**config.mk**
```make
export PLATFORM = sky130hd
export DESIGN_NAME = icount_arbiter
export DESIGN_NICKNAME = d
export VERILOG_FILES = /design/src/rtl/icount_arbiter.sv
export SDC_FILE = /design/constraint.sdc
export NUM_CORES = 1
export LEC_CHECK = 0
export BUFFER_PORTS_ARGS = -buffer_cell sky130_fd_sc_hd__buf_2
export CORE_ASPECT_RATIO = 1.75
export CORE_MARGIN = 5
export CORE_UTILIZATION = 59
export CTS_CLUSTER_DIAMETER = 60
export DETAILED_ROUTE_END_ITERATION = 7
export HOLD_SLACK_MARGIN = 0.08
export PLACE_DENSITY = 0.76
export SYNTH_ARGS = -nofsm -noshare
export SYNTH_HDL_FRONTEND = slang
export SYNTH_SLANG_ARGS = --single-unit
```
**constraint.sdc**
```tcl
create_clock -name clock -period 2.4 [get_ports clock]
set_clock_uncertainty 0.1 [all_clocks]
set_input_delay 0.12 -clock clock [delete_from_list [all_inputs] [get_ports clock]]
set_output_delay 0.12 -clock clock [all_outputs]
set_load 0.1 [all_outputs]
```
**src/rtl/icount_arbiter.sv**
```systemverilog
// icount_arbiter
//
// Shared instruction-count table. Two code sources (req0/req1) and one
// query port compete for a single grant per cycle. Each accepted code
// increments its entry through a three-stage read-modify-write pipeline:
//   A (grant)  : selected code/op/clear registered
//   B          : table read, with forwarding from the stage-C write
//   C          : write-back (read+1 for INC, 0 for QUERY+clear)
// After reset the FSM spends 2^ICODESIZE cycles zeroing the table (busy=1)
// before any grant is issued.
//
// Configuration macro: ICOUNT_SATURATE_EN
//   defined   : counters stick at all-ones, sat_flag pulses on a blocked INC
//   undefined : counters wrap, sat_flag tied low
//
// Ports
//   clock, reset                 rising-edge clock, async active-low reset
//   req{0,1}_valid/_icode/_ready code sources (ready = granted this cycle)
//   qry_valid/_icode/_clear/_ready  query port, highest priority
//   rsp_valid, rsp_data          query response two cycles after grant
//   busy                         table initialisation in progress
//   sat_flag                     saturation pulse (stage C of the INC)
module icount_arbiter #(
  parameter int ICODESIZE = 4,
  parameter int COUNTBITS = 4
) (
  input  logic                 clock,
  input  logic                 reset,
  input  logic                 req0_valid,
  input  logic [ICODESIZE-1:0] req0_icode,
  output logic                 req0_ready,
  input  logic                 req1_valid,
  input  logic [ICODESIZE-1:0] req1_icode,
  output logic                 req1_ready,
  input  logic                 qry_valid,
  input  logic [ICODESIZE-1:0] qry_icode,
  input  logic                 qry_clear,
  output logic                 qry_ready,
  output logic                 rsp_valid,
  output logic [COUNTBITS-1:0] rsp_data,
  output logic                 busy,
  output logic                 sat_flag
);

  localparam int ENTRIES = 1 << ICODESIZE;
  localparam int STAGES  = 2;

  typedef logic [ICODESIZE-1:0] code_t;
  typedef logic [COUNTBITS-1:0] cnt_t;
  typedef enum logic { S_CLEAR, S_RUN } state_e;
  typedef enum logic { OP_INC, OP_QUERY } op_e;
  typedef struct packed {
    op_e   op;
    logic  clr;
    code_t code;
  } req_t;

  state_e state_q, state_d;
  code_t  ptr_q, ptr_d;
  logic   rr_last_q, rr_last_d;   // 1: source 1 was granted last
  logic   g0, g1, gq, clr_we;

  // [0] = grant this cycle, [1] = op in stage B, [2] = op in stage C
  logic [STAGES:0] vld_pipe;
  logic [STAGES:1] vld_pipe_q;
  req_t            a_d, b_q, c_q;
  cnt_t            b_rd, c_rd_q, c_wdata;
  logic            c_we, c_sat;

  cnt_t            tbl_q [ENTRIES];
  logic            tbl_we;
  code_t           tbl_waddr;
  cnt_t            tbl_wdata;

  logic            rsp_valid_q;
  cnt_t            rsp_data_q;

  // ---------------------------------------------------------------- FSM / arbiter
  always_comb begin
    state_d   = state_q;
    ptr_d     = ptr_q;
    rr_last_d = rr_last_q;
    clr_we    = 1'b0;
    g0        = 1'b0;
    g1        = 1'b0;
    gq        = 1'b0;
    unique case (state_q)
      S_CLEAR: begin
        clr_we = 1'b1;
        ptr_d  = ptr_q + 1'b1;
        if (ptr_q == code_t'(ENTRIES - 1)) state_d = S_RUN;
      end
      S_RUN: begin
        if (qry_valid) begin
          gq = 1'b1;
        end else if (req0_valid && (!req1_valid || rr_last_q)) begin
          g0        = 1'b1;
          rr_last_d = 1'b0;
        end else if (req1_valid) begin
          g1        = 1'b1;
          rr_last_d = 1'b1;
        end
      end
    endcase
  end

  assign req0_ready = g0;
  assign req1_ready = g1;
  assign qry_ready  = gq;
  assign busy       = (state_q == S_CLEAR);

  // ---------------------------------------------------------------- stage A payload
  always_comb begin
    a_d = '{op: OP_INC, clr: 1'b0, code: req0_icode};
    if (gq)      a_d = '{op: OP_QUERY, clr: qry_clear, code: qry_icode};
    else if (g1) a_d.code = req1_icode;
  end

  assign vld_pipe = {vld_pipe_q, g0 | g1 | gq};

  // ---------------------------------------------------------------- stage C write-back
`ifdef ICOUNT_SATURATE_EN
  assign c_sat = vld_pipe[2] && (c_q.op == OP_INC) && (&c_rd_q);
`else
  assign c_sat = 1'b0;
`endif
  assign sat_flag = c_sat;

  always_comb begin
    c_we    = vld_pipe[2] && ((c_q.op == OP_INC) || c_q.clr);
    c_wdata = '0;
    if (c_q.op == OP_INC) c_wdata = c_sat ? c_rd_q : c_rd_q + 1'b1;
  end

  // Stage B reads the entry stage C is writing this cycle only on
  // back-to-back grants to the same code; take the in-flight value.
  assign b_rd = (c_we && (c_q.code == b_q.code)) ? c_wdata : tbl_q[b_q.code];

  // CLEAR and stage C never overlap: the pipeline is empty while clearing.
  assign tbl_we    = clr_we | c_we;
  assign tbl_waddr = clr_we ? ptr_q : c_q.code;
  assign tbl_wdata = clr_we ? '0 : c_wdata;

  always_ff @(posedge clock) begin
    if (tbl_we) tbl_q[tbl_waddr] <= tbl_wdata;
  end

  // ---------------------------------------------------------------- state registers
  always_ff @(posedge clock or negedge reset) begin
    if (!reset) begin
      state_q     <= S_CLEAR;
      ptr_q       <= '0;
      rr_last_q   <= 1'b1;
      vld_pipe_q  <= '0;
      b_q         <= '0;
      c_q         <= '0;
      c_rd_q      <= '0;
      rsp_valid_q <= 1'b0;
      rsp_data_q  <= '0;
    end else begin
      state_q     <= state_d;
      ptr_q       <= ptr_d;
      rr_last_q   <= rr_last_d;
      vld_pipe_q  <= vld_pipe[STAGES-1:0];
      b_q         <= a_d;
      c_q         <= b_q;
      c_rd_q      <= b_rd;
      rsp_valid_q <= vld_pipe[1] && (b_q.op == OP_QUERY);
      if (vld_pipe[1] && (b_q.op == OP_QUERY)) rsp_data_q <= b_rd;
    end
  end

  assign rsp_valid = rsp_valid_q;
  assign rsp_data  = rsp_data_q;

endmodule

```
== Yosys cells after proc, flatten, opt, wreduce, memory -nomap -nowiden ==
Memories as Yosys holds them, arrays and structs flattened.
Cells that the tools add are included.

* Memory bits (writable): 64
* Memories kept: 1
* Register bits: 29
* Word-level logic and storage cells: 56
* Input port bits: 18
* Output and inout port bits: 10

{| class="wikitable"
|+ Memories
! memory !! words !! bits a word !! read ports !! clocked after memory_dff !! wr ports !! RTL line !! text
|-
| tbl_q || 16 || 4 || 1 || 0 || 1 || 70 || <nowiki>cnt_t tbl_q [ENTRIES];</nowiki>
|}

* Bitwise logic cells: 6
* Eq/ne operators: 2
* Mux-type cells: 23
* Reductions and logical operators: 9
* $add $sub $neg: 2

{| class="wikitable"
|+ Operators with widths
! kind !! number
|-
| $mux 4 || 6
|-
| $mux 1 || 16
|-
| $add 4x1->4 const B || 2
|-
| $eq 4x4->1 || 1
|-
| $eq 4x4->1 const B || 1
|-
| $logic_and 1x1->1 || 4
|-
| $not 1->1 || 3
|-
| $or 1x1->1 || 3
|-
| $reduce_and 3->1 || 1
|-
| $logic_or 1x1->1 || 2
|-
| $mux 2 || 1
|-
| $reduce_bool 2->1 || 1
|-
| $logic_not 1->1 || 1
|}

== Logic depth before layout (Yosys ltp) ==
Gate-level depths: netlist of run 1.

* Depth in word-level cells: 8
* Mapped depth: 7

== Least setup slack after synthesis of run 1 ==
OpenSTA, ideal clock, no wires.

* Path type: reg2out
* Start: reg state_q
* End: out req0_ready
* Data arrival time: 2.106 ns
* Stages on the path, launching flop included: 4
* Slack: 0.074 ns
* Path through: dfrtp_1 nor2b_1 nand2_1 a21oi_1

* Cells in the longest elaborated chain, start to end: 1

{| class="wikitable"
|+ RTL lines
! item !! RTL line !! text
|-
| from (decl) || 58 || <nowiki>state_e state_q, state_d;</nowiki>
|-
| from (signal assigned) || 161 || <nowiki>state_q <= state_d;</nowiki>
|-
| $mux 1 || 87 || <nowiki>unique case (state_q)</nowiki>
|-
| to (decl) || 31 || <nowiki>output logic req0_ready,</nowiki>
|}

No other way between the ends.

== Final worst setup path of run 1 ==
* Start: reg b_q[0] in the netlist's numbering
* End: reg rsp_data_q[1], in the netlist rsp_data[1]

* Cells in the longest elaborated chain, start to end: 3
* Elaborated cells on any way between the ends: 4

{| class="wikitable"
|+ RTL lines
! item !! RTL line !! text
|-
| from (decl) || 66 || <nowiki>req_t a_d, b_q, c_q;</nowiki>
|-
| from (signal assigned) || 155 || <nowiki>b_q <= '0;</nowiki>
|-
| from (signal assigned) || 165 || <nowiki>b_q <= a_d;</nowiki>
|-
| branches (longest 2 deep; another with $mem_v2 16x4) || -- ||
|-
| $mux 4 * || 137 || <nowiki>assign b_rd = (c_we && (c_q.code == b_q.code)) ? c_wdata : tbl_q[b_q.code];</nowiki>
|-
| via b_rd[1] || 67 || <nowiki>cnt_t b_rd, c_rd_q, c_wdata;</nowiki>
|-
| to (signal assigned) || 169 || <nowiki>if (vld_pipe[1] && (b_q.op == OP_QUERY)) rsp_data_q <= b_rd;</nowiki>
|-
| to (decl) || 76 || <nowiki>cnt_t rsp_data_q;</nowiki>
|}

Mark *: on every way through the listed nets, which the timed path passes.
A chain may end at the register's enable or synchronous reset.

==> impl_metrics.json, run 1 <==
{
  "die_x_microns": 71.26,
  "tns_ns": 0,
  "die_height_microns": 117.2,
  "combPwrFrac_pct": 16.2,
  "cp-end-kind": "flop",
  "nets": 313,
  "r2r_slack_ns": 0.17,
  "initial_core_util_pct": 59.71,
  "max_cap_violations": 0,
  "hpwl_microns": 5283,
  "ys_seq_elements": 93,
  "crit_top_cell": "mux2_2",
  "antenna_found_initial": 0,
  "core-area_sq_um": 6490,
  "r2r_start": "b_q[0]",
  "io_buffers": 26,
  "design.die.area_sq_um": 8352,
  "grt_pass1_vias": 2464,
  "whs_path_depth": 2,
  "seq_power_share_pct": 49.0,
  "cp.required_ns": 2.53,
  "hp-start": "qry_valid",
  "p_int_mw": 2.860,
  "slew_viol_final": 0,
  "num_rows": 39,
  "setup_ws_ns": 0.1709,
  "grtUsageTotal_pct": 22.51,
  "grt_overflow": 0,
  "antenna_left": 0,
  "outcome": "finished, final reports clean",
  "worstSetupPathType": "flop to flop",
  "syn_area_per_cell_sq_um": 16.01,
  "p_per_area_nw_per_um2": 858.7,
  "holdPathEnd": "b_q[5]",
  "period_needed_ns": 2.229,
  "critPathArrivalTime_ns": 2.36,
  "htreeDepth": 3,
  "insertion_delay_ns": 0.35,
  "peakVddDrop_mv": 0.9064,
  "holdCritPathClass": "primary input to flop",
  "drcViolationCount": 0,
  "rsz0062_at_grt": "no",
  "drt-initial-drc-count": 114,
  "gp_congestion": 0.7942,
  "path_clk_slew_ns": 0.06,
  "synthCells": 242,
  "critPathMaxStageDelay_ns": 0.58,
  "critPathMaxFanout": 18,
  "yosysWarnings": 0,
  "slew-limit-headroom_pct": 55.95,
  "syn_to_final_growth_pct": 17.66,
  "setup_viol": 0,
  "whs_ns": 0.1516,
  "wl_per_cell_microns": 21.93,
  "viasPerCell": 5.968,
  "drive_gt1_share_pct": 22.15,
  "detail_route.first_pass.iterations": 4,
  "power.switching_mw": 1.055,
  "n_antenna_cell": 0,
  "place_ws_ns": 0.1823,
  "reg2reg_to": "rsp_data[1]",
  "num-fill-cells": 423,
  "wl_microns": 8332,
  "power.leakage_nw": 1.775,
  "ys_types": 37,
  "finalHoldViolCount": 0,
  "utilization_pct": 70.25,
  "clock_power_share_pct": 34.9,
  "cts_root_buf": "clkbuf_16",
  "grt_max_degree": 30,
  "slowest_stage": "mux4_1",
  "num_io_pins": 28,
  "r2r_cells": 6,
  "worstMarginPinSlew_ns": 0.6607,
  "period_share_pct": 92.88,
  "yosysSeqAreaShare_pct": 68.36,
  "synthesis.nets": 262,
  "syn_area_sq_um": 3875,
  "cts_max_path_buffers": 2,
  "grt_pass1_wl_microns": 13250,
  "fmax_mhz": 448.6,
  "cts_tree": "done",
  "cp_cell_sequence": "buf_12, mux4_1, a22oi_1, nand3_1, mux2_2, mux2_2",
  "clock-sinks": 93,
  "p_sw_share_pct": 26.95,
  "vias": 2268,
  "startpoint_type": "flop",
  "numCtsBuffers": 9
}
power groups by stage:
stage	clock network (mW)	logic, mW	registers [mW]
floorplan	0	0.300	2.07
finish	1.37	0.632	1.92
detailed placement	0	0.594	1.94
global route	1.45	0.674	1.92
global placement	0	0.576	1.94
CTS	1.37	0.627	1.91
worst max path at each step:
stage	startpoint	to	slack, ns	depth (start not counted)
2_1_floorplan	state_q	req0_ready	0.07	3
3_3_place_gp	b_q[0]	rsp_data[3]	0.22	6
3_5_place_dp	b_q[0]	rsp_data[3]	0.18	6
4_1_cts	state_q	rr_last_q	0.06	5
5_1_grt	b_q[0]	rsp_data[0]	0.04	6
6_report	b_q[0]	rsp_data[1]	0.17	6
cells by family (layout without fill, tap and decap cells):
group	count (synthesis)	count (layout)	share of synthesized area, %
AND/OR/NAND/NOR	68	68	7.814
multiplexers	29	29	14.30
buffers and inverters	19	75	2.777
AO/OA/AOI/OAI	21	21	3.972
XOR/XNOR	9	9	2.034
adder cells (fa/ha/maj)	2	2	0.6457
other	1	1	0.09678
flip-flops	93	93	68.36
sequential cells by signal (all words and copies together) (netlist names):
register    count
rsp_valid       1
c_q             6
b_q             6
rr_last_q       1
ptr_q           4
rsp_data        4
tbl_q          64
c_rd_q          4
vld_pipe_q      2
state_q         1
per-stage QoR:
stage,power [mW],instances,area (sq um)
finish,3.915,380,4559
global route,4.046,380,4559
CTS,3.916,377,4536
detailed placement,2.536,345,4091
global placement,2.515,345,4091
floorplan,2.369,242,3875
routing by layer:
layer	global-route usage (%)	up-vias	part of all wire, %
met1	25.27	1139	36
met3	5.299	19	4.9
met4	12.42	0	3.9
met5	0	-	0
met2	39.19	93	55
li1	-	1017	-
layout make-up:
| type | count | area (sq um) | area share [%] |
|---|---|---|---|
| clock inverter | 5 | 51.30 | 1.125 |
| clock buffer | 11 | 232.7 | 5.104 |
| tap | 82 | 102.6 | 2.250 |
| multi-input combinational | 130 | 1119 | 24.53 |
| inverter | 7 | 26.28 | 0.5763 |
| timing repair buffer | 52 | 377.9 | 8.288 |
| sequential | 93 | 2650 | 58.12 |
repair_timing:
item,4_1_cts,5_1_grt
endpoints found under the setup margin,0,6
hold buffers,16,0
buffers inserted,0,3
endpoints found under the hold margin,35,0
resized for setup,0,1
Yosys cell counts:
cell type,count,area (sq um)
edfxtp_1,64,1922
dfrtp_1,28,700.7
nor2_1,26,97.59
nand2_1,14,52.55
mux4_1,12,315.3
nand3_1,11,55.05
mux2_2,7,78.83
nor3_1,7,35.03
clkbuf_1,6,22.52
inv_1,6,22.52
a22oi_1,5,37.54
nor2b_1,5,31.28
o21ai_0,5,25.02
xnor2_1,5,43.79
mux2i_1,4,40.04
mux4_2,4,90.09
xor2_1,4,35.03
a21oi_1,3,15.01
and2_1,3,18.77
a32oi_1,2,17.52
and3_1,2,12.51
buf_6,2,22.52
ha_1,2,25.02
mux2_4,2,30.03
a21o_1,1,7.510
a22oi_2,1,12.51
a31oi_1,1,6.260
buf_1,1,3.750
buf_12,1,20.02
buf_2,1,5.000
buf_4,1,7.510
conb_1,1,3.750
dfstp_2,1,26.28
inv_2,1,3.750
o2111ai_2,1,15.01
o211ai_1,1,7.510
o32a_1,1,10.01
layout by cell type, fill, tap and decap left out, drive strengths merged, types with 6 or more instances in the layout:
cell         count
edfxtp          64
mux2             9
dfrtp           28
nor3             7
nand2           14
clkbuf          11
mux4            16
buf             36
dlygate4sd3     16
inv              7
nand3           11
nor2            26
a22oi            6
critical path: cells and delay by family (launching register included):
kind	cells	cell delay [ns]
mux	3	1.13
buf+inv	1	0.18
compound gates	1	0.21
simple gates	1	0.12
flops	1	0.37
No activity file was read; power rests on OpenSTA's default activity.
==> run 2: changes to the inputs <==
Settings changed: ABC_AREA from default to 1, CORE_UTILIZATION 59 to 54, PLACE_DENSITY 0.76 to 0.73.
Clock period 2.4 ns to 1.9 ns, I/O delays scaled along.
==> impl_metrics.json, run 2 <==
{
  "synth_ff_type": "edfxtp_1",
  "cp.required_ns": 1.83,
  "cp-end-kind": "flop",
  "n_antenna_cell": 0,
  "insertion_delay_ns": 0.34,
  "outcome": "finished, final reports clean",
  "whs_ns": 0.1328,
  "critPathMaxFanout": 6,
  "cts_root_buf": "clkbuf_16",
  "multiInputGateArea_sq_um": 1325,
  "slowest_stage": "dfrtp_2",
  "async_flop_share_pct": 31.18,
  "max_cap_violations": 0,
  "peakVddDrop_mv": 0.8089,
  "power.switching_mw": 1.432,
  "seq_power_share_pct": 48.5,
  "period_share_pct": 99.93,
  "clock-sinks": 93,
  "num_rows": 42,
  "synth.area.top_cells": "edfxtp_1 (47%), dfrtp_1 (17%), nand2_1 (12%), nand3_1 (6.2%), inv_1 (5.1%)",
  "cp_cell_sequence": "buf_4, nand2_1, o21ai_0, inv_1, nand2_1, nor2_4",
  "syn_area_per_cell_sq_um": 9.615,
  "yosysWarnings": 0,
  "synth_top_area_cell": "edfxtp_1",
  "num-fill-cells": 526,
  "drive_gt1_share_pct": 21.11,
  "setup_ws_ns": 0.001403,
  "synth_edf_count": 64,
  "critPathMaxStageDelay_ns": 0.46,
  "gp_congestion": 0.8362,
  "combPwrFrac_pct": 18.4,
  "numCtsBuffers": 9,
  "die_x_microns": 75.76,
  "htreeDepth": 3,
  "grtUsageTotal_pct": 22.16,
  "largestRegisters": "tbl_q x64, b_q x6, c_q x6",
  "largest_reg_flops": 64,
  "yosysTopAreaCellShare_pct": 47.03,
  "layout_common_cells": "nand2_1 (126), edfxtp_1 (64), inv_1 (54)",
  "cts_tree": "done",
  "num_io_pins": 28,
  "synthCells": 425,
  "viasPerCell": 5.337,
  "grt_pass1_vias": 3221,
  "clock_power_share_pct": 33.1,
  "synthesis.nets": 445,
  "cts_max_path_buffers": 2,
  "core-area_sq_um": 7462,
  "largest_register": "tbl_q",
  "setup_viol": 0,
  "utilization_pct": 68.11,
  "fmax_mhz": 526.7,
  "worstSetupPathType": "flop to flop",
  "postPlaceCellArea_sq_um": 4439,
  "grt_pass1_wl_microns": 15260,
  "p_per_area_nw_per_um2": 969.4,
  "slew-limit-headroom_pct": 48.90,
  "detail_route.first_pass.iterations": 5,
  "syn_to_final_growth_pct": 24.37,
  "post-route-cell-area_sq_um": 5082,
  "yosysSeqAreaShare_pct": 64.82,
  "antenna_left": 0,
  "critPathArrivalTime_ns": 1.83,
  "grt_max_degree": 38,
  "rsz0062_at_grt": "yes",
  "finalHoldViolCount": 0,
  "io_buffers": 26,
  "yosys-top-cells-count": "nand2_1 (131), edfxtp_1 (64), inv_1 (55)",
  "design.die.area_sq_um": 9476,
  "startpoint_type": "flop",
  "final_common_cell": "nand2_1",
  "power.leakage_nw": 2.254,
  "synth_most_common_cell": "nand2_1",
  "die_height_microns": 125.1,
  "stdcell_count": 576,
  "p_int_mw": 3.495,
  "hpwl_microns": 6304,
  "ys_seq_elements": 93,
  "wl_per_cell_microns": 16.69,
  "drt-initial-drc-count": 187,
  "slew_viol_final": 0,
  "p_total_mw": 4.927,
  "crit_top_cell": "nand2_1",
  "seq_area_sq_um": 2650,
  "place_ws_ns": -0.2417,
  "holdCritPathClass": "primary input to flop",
  "nets": 503,
  "path_clk_slew_ns": 0.06,
  "vias": 3074,
  "antenna_found_initial": 0,
  "dpl.cell_count": 541,
  "worstMarginPinSlew_ns": 0.7657,
  "p_sw_share_pct": 29.07,
  "ys_types": 25,
  "initial_core_util_pct": 54.76,
  "drcViolationCount": 0,
  "wl_microns": 9613,
  "grt_overflow": 0,
  "period_needed_ns": 1.899,
  "syn_area_sq_um": 4086,
  "tns_ns": 0
}
==> run 2: changes by cell type after synthesis, sizes merged, moves of 4 or more <==
| cell | previous run | this run |
|---|---|---|
| buf | 6 | 13 |
| nor3 | 7 | 0 |
| mux2i | 4 | 0 |
| mux2 | 9 | 0 |
| clkbuf | 6 | 0 |
| nand2 | 14 | 133 |
| inv | 7 | 60 |
| nor2b | 5 | 0 |
| nor2 | 26 | 40 |
| mux4 | 16 | 0 |
| a21oi | 3 | 7 |
| nand3 | 11 | 52 |
| a22oi | 6 | 0 |
==> run 2: what timing repair did <==
item                                    CTS  global route
endpoints found under the setup margin   98            90
buffers inserted                          0             2
gates cloned                              0             0
hold buffers                             17             0
endpoints found under the hold margin    36             0
resized for setup                        12            41
==> run 2: worst paths after layout <==
kind                            start           to  slack, ns  depth (start not counted)
min in group asynchronous       reset  rsp_data[2]       0.21                          2
max                           state_q  tbl_q[5][0]      0.001                          6
max reg2reg                   state_q  tbl_q[5][0]      0.001                          6
max in group asynchronous       reset      state_q       1.04                          2
min reg2reg                    b_q[4]       c_q[4]       0.26                          0
min                        req1_valid    rr_last_q       0.13                          4
==> run 2: worst max-delay path, delay by kind of cell (launching register included) <==
kind / cells / cell delay, ns
AND/OR/NAND/NOR: 3 / 0.62
flip-flops: 1 / 0.46
AO/OA/AOI/OAI: 1 / 0.12
buffers and inverters: 2 / 0.30
==> run 2: cell families after synthesis <==
family / count (synthesis) / share of synthesized area [%]
other: 1 / 0.09177
adders and majority gates: 2 / 0.6123
and+or+nand+nor: 233 / 23.73
DFF: 93 / 64.82
buffers and inverters: 73 / 7.379
xor gates and xnor gates: 3 / 0.6431
AOI/OAI and AO/OA: 20 / 2.725
==> run 2: final cells by class <==
class,count,share of cell area [%]
Clock buffer,10,4.702
Clock inverter,6,0.7632
Inverter,60,4.604
Multi-Input combinational cell,259,26.07
Sequential cell,93,52.14
Tap cell,88,2.166
Timing Repair Buffer,60,9.552
==> run 2: power by group through the flow <==
stage	sequential, mW	combinational (mW)	clock (mW)
5_1_grt	2.40	0.984	1.73
6_report	2.39	0.908	1.63
2_1_floorplan	2.56	0.413	0
3_5_place_dp	2.43	0.812	0
3_3_place_gp	2.42	0.790	0
4_1_cts	2.39	0.855	1.66
==> run 2: routing by layer <==
| layer | vias up | global-route usage [%] | part of all wire [%] |
|---|---|---|---|
| li1 | 1472 | - | - |
| met1 | 1449 | 22.14 | 34 |
| met2 | 121 | 40.30 | 56 |
| met3 | 32 | 4.177 | 4.5 |
| met4 | 0 | 12.15 | 4.8 |
| met5 | - | 0 | 0 |
==> run 3: changes to the inputs <==
Settings changed: CELL_PAD_IN_SITES_DETAIL_PLACEMENT from default to 0, CELL_PAD_IN_SITES_GLOBAL_PLACEMENT from default to 1, CORE_UTILIZATION 54 to 42.
==> impl_metrics.json, run 3 (synthesis results as in run 2) <==
{
  "antenna_left": 0,
  "gp_congestion": 0.8508,
  "peakVddDrop_mv": 0.8836,
  "holdCritPathClass": "primary input to flop",
  "drive_gt1_share_pct": 19.31,
  "grt_pass1_vias": 3063,
  "clock-sinks": 93,
  "wl_per_cell_microns": 15.13,
  "finalHoldViolCount": 0,
  "htreeDepth": 3,
  "die_x_microns": 84.57,
  "cts_tree": "done",
  "path_clk_slew_ns": 0.06,
  "fmax_mhz": 528.1,
  "largest_reg_flops": 64,
  "insertion_delay_ns": 0.34,
  "period_needed_ns": 1.894,
  "p_per_area_nw_per_um2": 996.6,
  "drt-initial-drc-count": 259,
  "critPathMaxFanout": 6,
  "slew-limit-headroom_pct": 50.14,
  "largestRegisters": "tbl_q x64, b_q x6, c_q x6",
  "design.die.area_sq_um": 11880,
  "power.leakage_nw": 2.280,
  "layout_common_cells": "nand2_1 (130), edfxtp_1 (64), inv_1 (53)",
  "drcViolationCount": 0,
  "r2r_start": "state_q",
  "cp-end-kind": "flop",
  "critPathArrivalTime_ns": 1.80,
  "rsz0062_at_grt": "yes",
  "r2r_cells": 6,
  "p_total_mw": 5.046,
  "num-fill-cells": 839,
  "tns_ns": 0,
  "period_share_pct": 99.66,
  "core-area_sq_um": 9468,
  "io_buffers": 26,
  "holdPathEnd": "rr_last_q",
  "r2r_slack_ns": 0.006,
  "initial_core_util_pct": 43.16,
  "num_rows": 47,
  "cts_root_buf": "clkbuf_16",
  "startpoint_type": "flop",
  "n_antenna_cell": 0,
  "grtUsageTotal_pct": 16.63,
  "viasPerCell": 4.811,
  "die_height_microns": 140.5,
  "largest_register": "tbl_q",
  "reg2reg_to": "tbl_q[0][0]",
  "cts_max_path_buffers": 2,
  "numCtsBuffers": 9,
  "outcome": "finished, final reports clean",
  "antenna_found_initial": 0,
  "nets": 507,
  "detail_route.first_pass.iterations": 4,
  "worstMarginPinSlew_ns": 0.7470,
  "cp.required_ns": 1.81,
  "worstSetupPathType": "flop to flop",
  "setup_viol": 0,
  "hp-start": "req1_valid",
  "whs_path_depth": 4,
  "max_cap_violations": 0,
  "hpwl_microns": 6658,
  "slew_viol_final": 0,
  "setup.worst_path.start": "state_q",
  "vias": 2954,
  "wl_microns": 9290,
  "final_common_cell": "nand2_1",
  "syn_to_final_growth_pct": 23.91,
  "grt_pass1_wl_microns": 14800,
  "num_io_pins": 28,
  "grt_max_degree": 38,
  "grt_overflow": 0
}
-- run 3: cell types whose count changed in the layout (fill, tap and decap cells not counted), sizes merged --
| cell | before | now |
|---|---|---|
| clkinvlp | 5 | 2 |
| clkinv | 2 | 1 |
| clkbuf | 10 | 14 |
| buf | 43 | 47 |
-- run 3: critical path, cell delays in order, from the launching register on --
cell     delay [ns]
dfrtp_2        0.45
buf_4          0.17
nor2_1         0.10
a21oi_1        0.07
inv_1          0.09
nand2_1        0.22
nor2_1         0.36
-- run 3: per-stage QoR --
| step | instances | area (sq um) | utilization [%] | setup slack (ns) | hold slack, ns |
|---|---|---|---|---|---|
| finish | 614 | 5064 | 53.48 | 0.006497 | 0.1085 |
| global route | 614 | 5064 | 53.48 | -0.05477 | 0.1688 |
| global placement | 579 | 4512 | 47.65 | -0.2001 | 0.04704 |
| floorplan | 425 | 4105 | - | -0.009871 | -0.3006 |
| CTS | 612 | 5001 | 52.82 | -0.009175 | 0.09820 |
| detailed placement | 579 | 4512 | 47.65 | -0.2041 | 0.05205 |
-- run 3: how the worst max path moves through the flow --
stage             endpoint  cells past startpoint
5_1_grt        tbl_q[0][0]                      6
2_1_floorplan       b_q[0]                      6
3_3_place_gp   tbl_q[9][2]                      4
6_report       tbl_q[0][0]                      6
4_1_cts        tbl_q[3][0]                      4
3_5_place_dp   tbl_q[8][1]                      3
-- run 3: timing repair --
item | 4_1_cts | 5_1_grt
buffers inserted | 0 | 2
resized for setup | 5 | 21
hold buffers | 17 | 0
pin swaps | 0 | 1
hold endpoints to repair | 37 | 0
setup endpoints to repair | 73 | 87
-- run 3: area by class of cell --
| class | instances | area (sq um) | area share [%] |
|---|---|---|---|
| Inverter | 60 | 234.0 | 4.621 |
| Multi-Input combinational cell | 259 | 1204 | 23.77 |
| Clock buffer | 14 | 296.5 | 5.856 |
| Sequential cell | 93 | 2650 | 52.33 |
| Timing Repair Buffer | 64 | 515.5 | 10.18 |
| Tap cell | 122 | 152.6 | 3.015 |
| Clock inverter | 2 | 11.26 | 0.2224 |
-- run 3: per-layer routing --
metal	share of wire, %	GRT usage [%]	wire, microns
met4	3.4	7.756	313
met3	3.5	3.349	327
met1	35	16.15	3297
met2	58	32.47	5351
met5	0	0	0
-- run 3: where the power goes --
| part | internal [mW] | switching (mW) | leakage [nW] |
|---|---|---|---|
| clock network | 1.08 | 0.705 | 0.147 |
| registers | 2.33 | 0.0473 | 0.934 |
| logic | 0.252 | 0.630 | 1.20 |
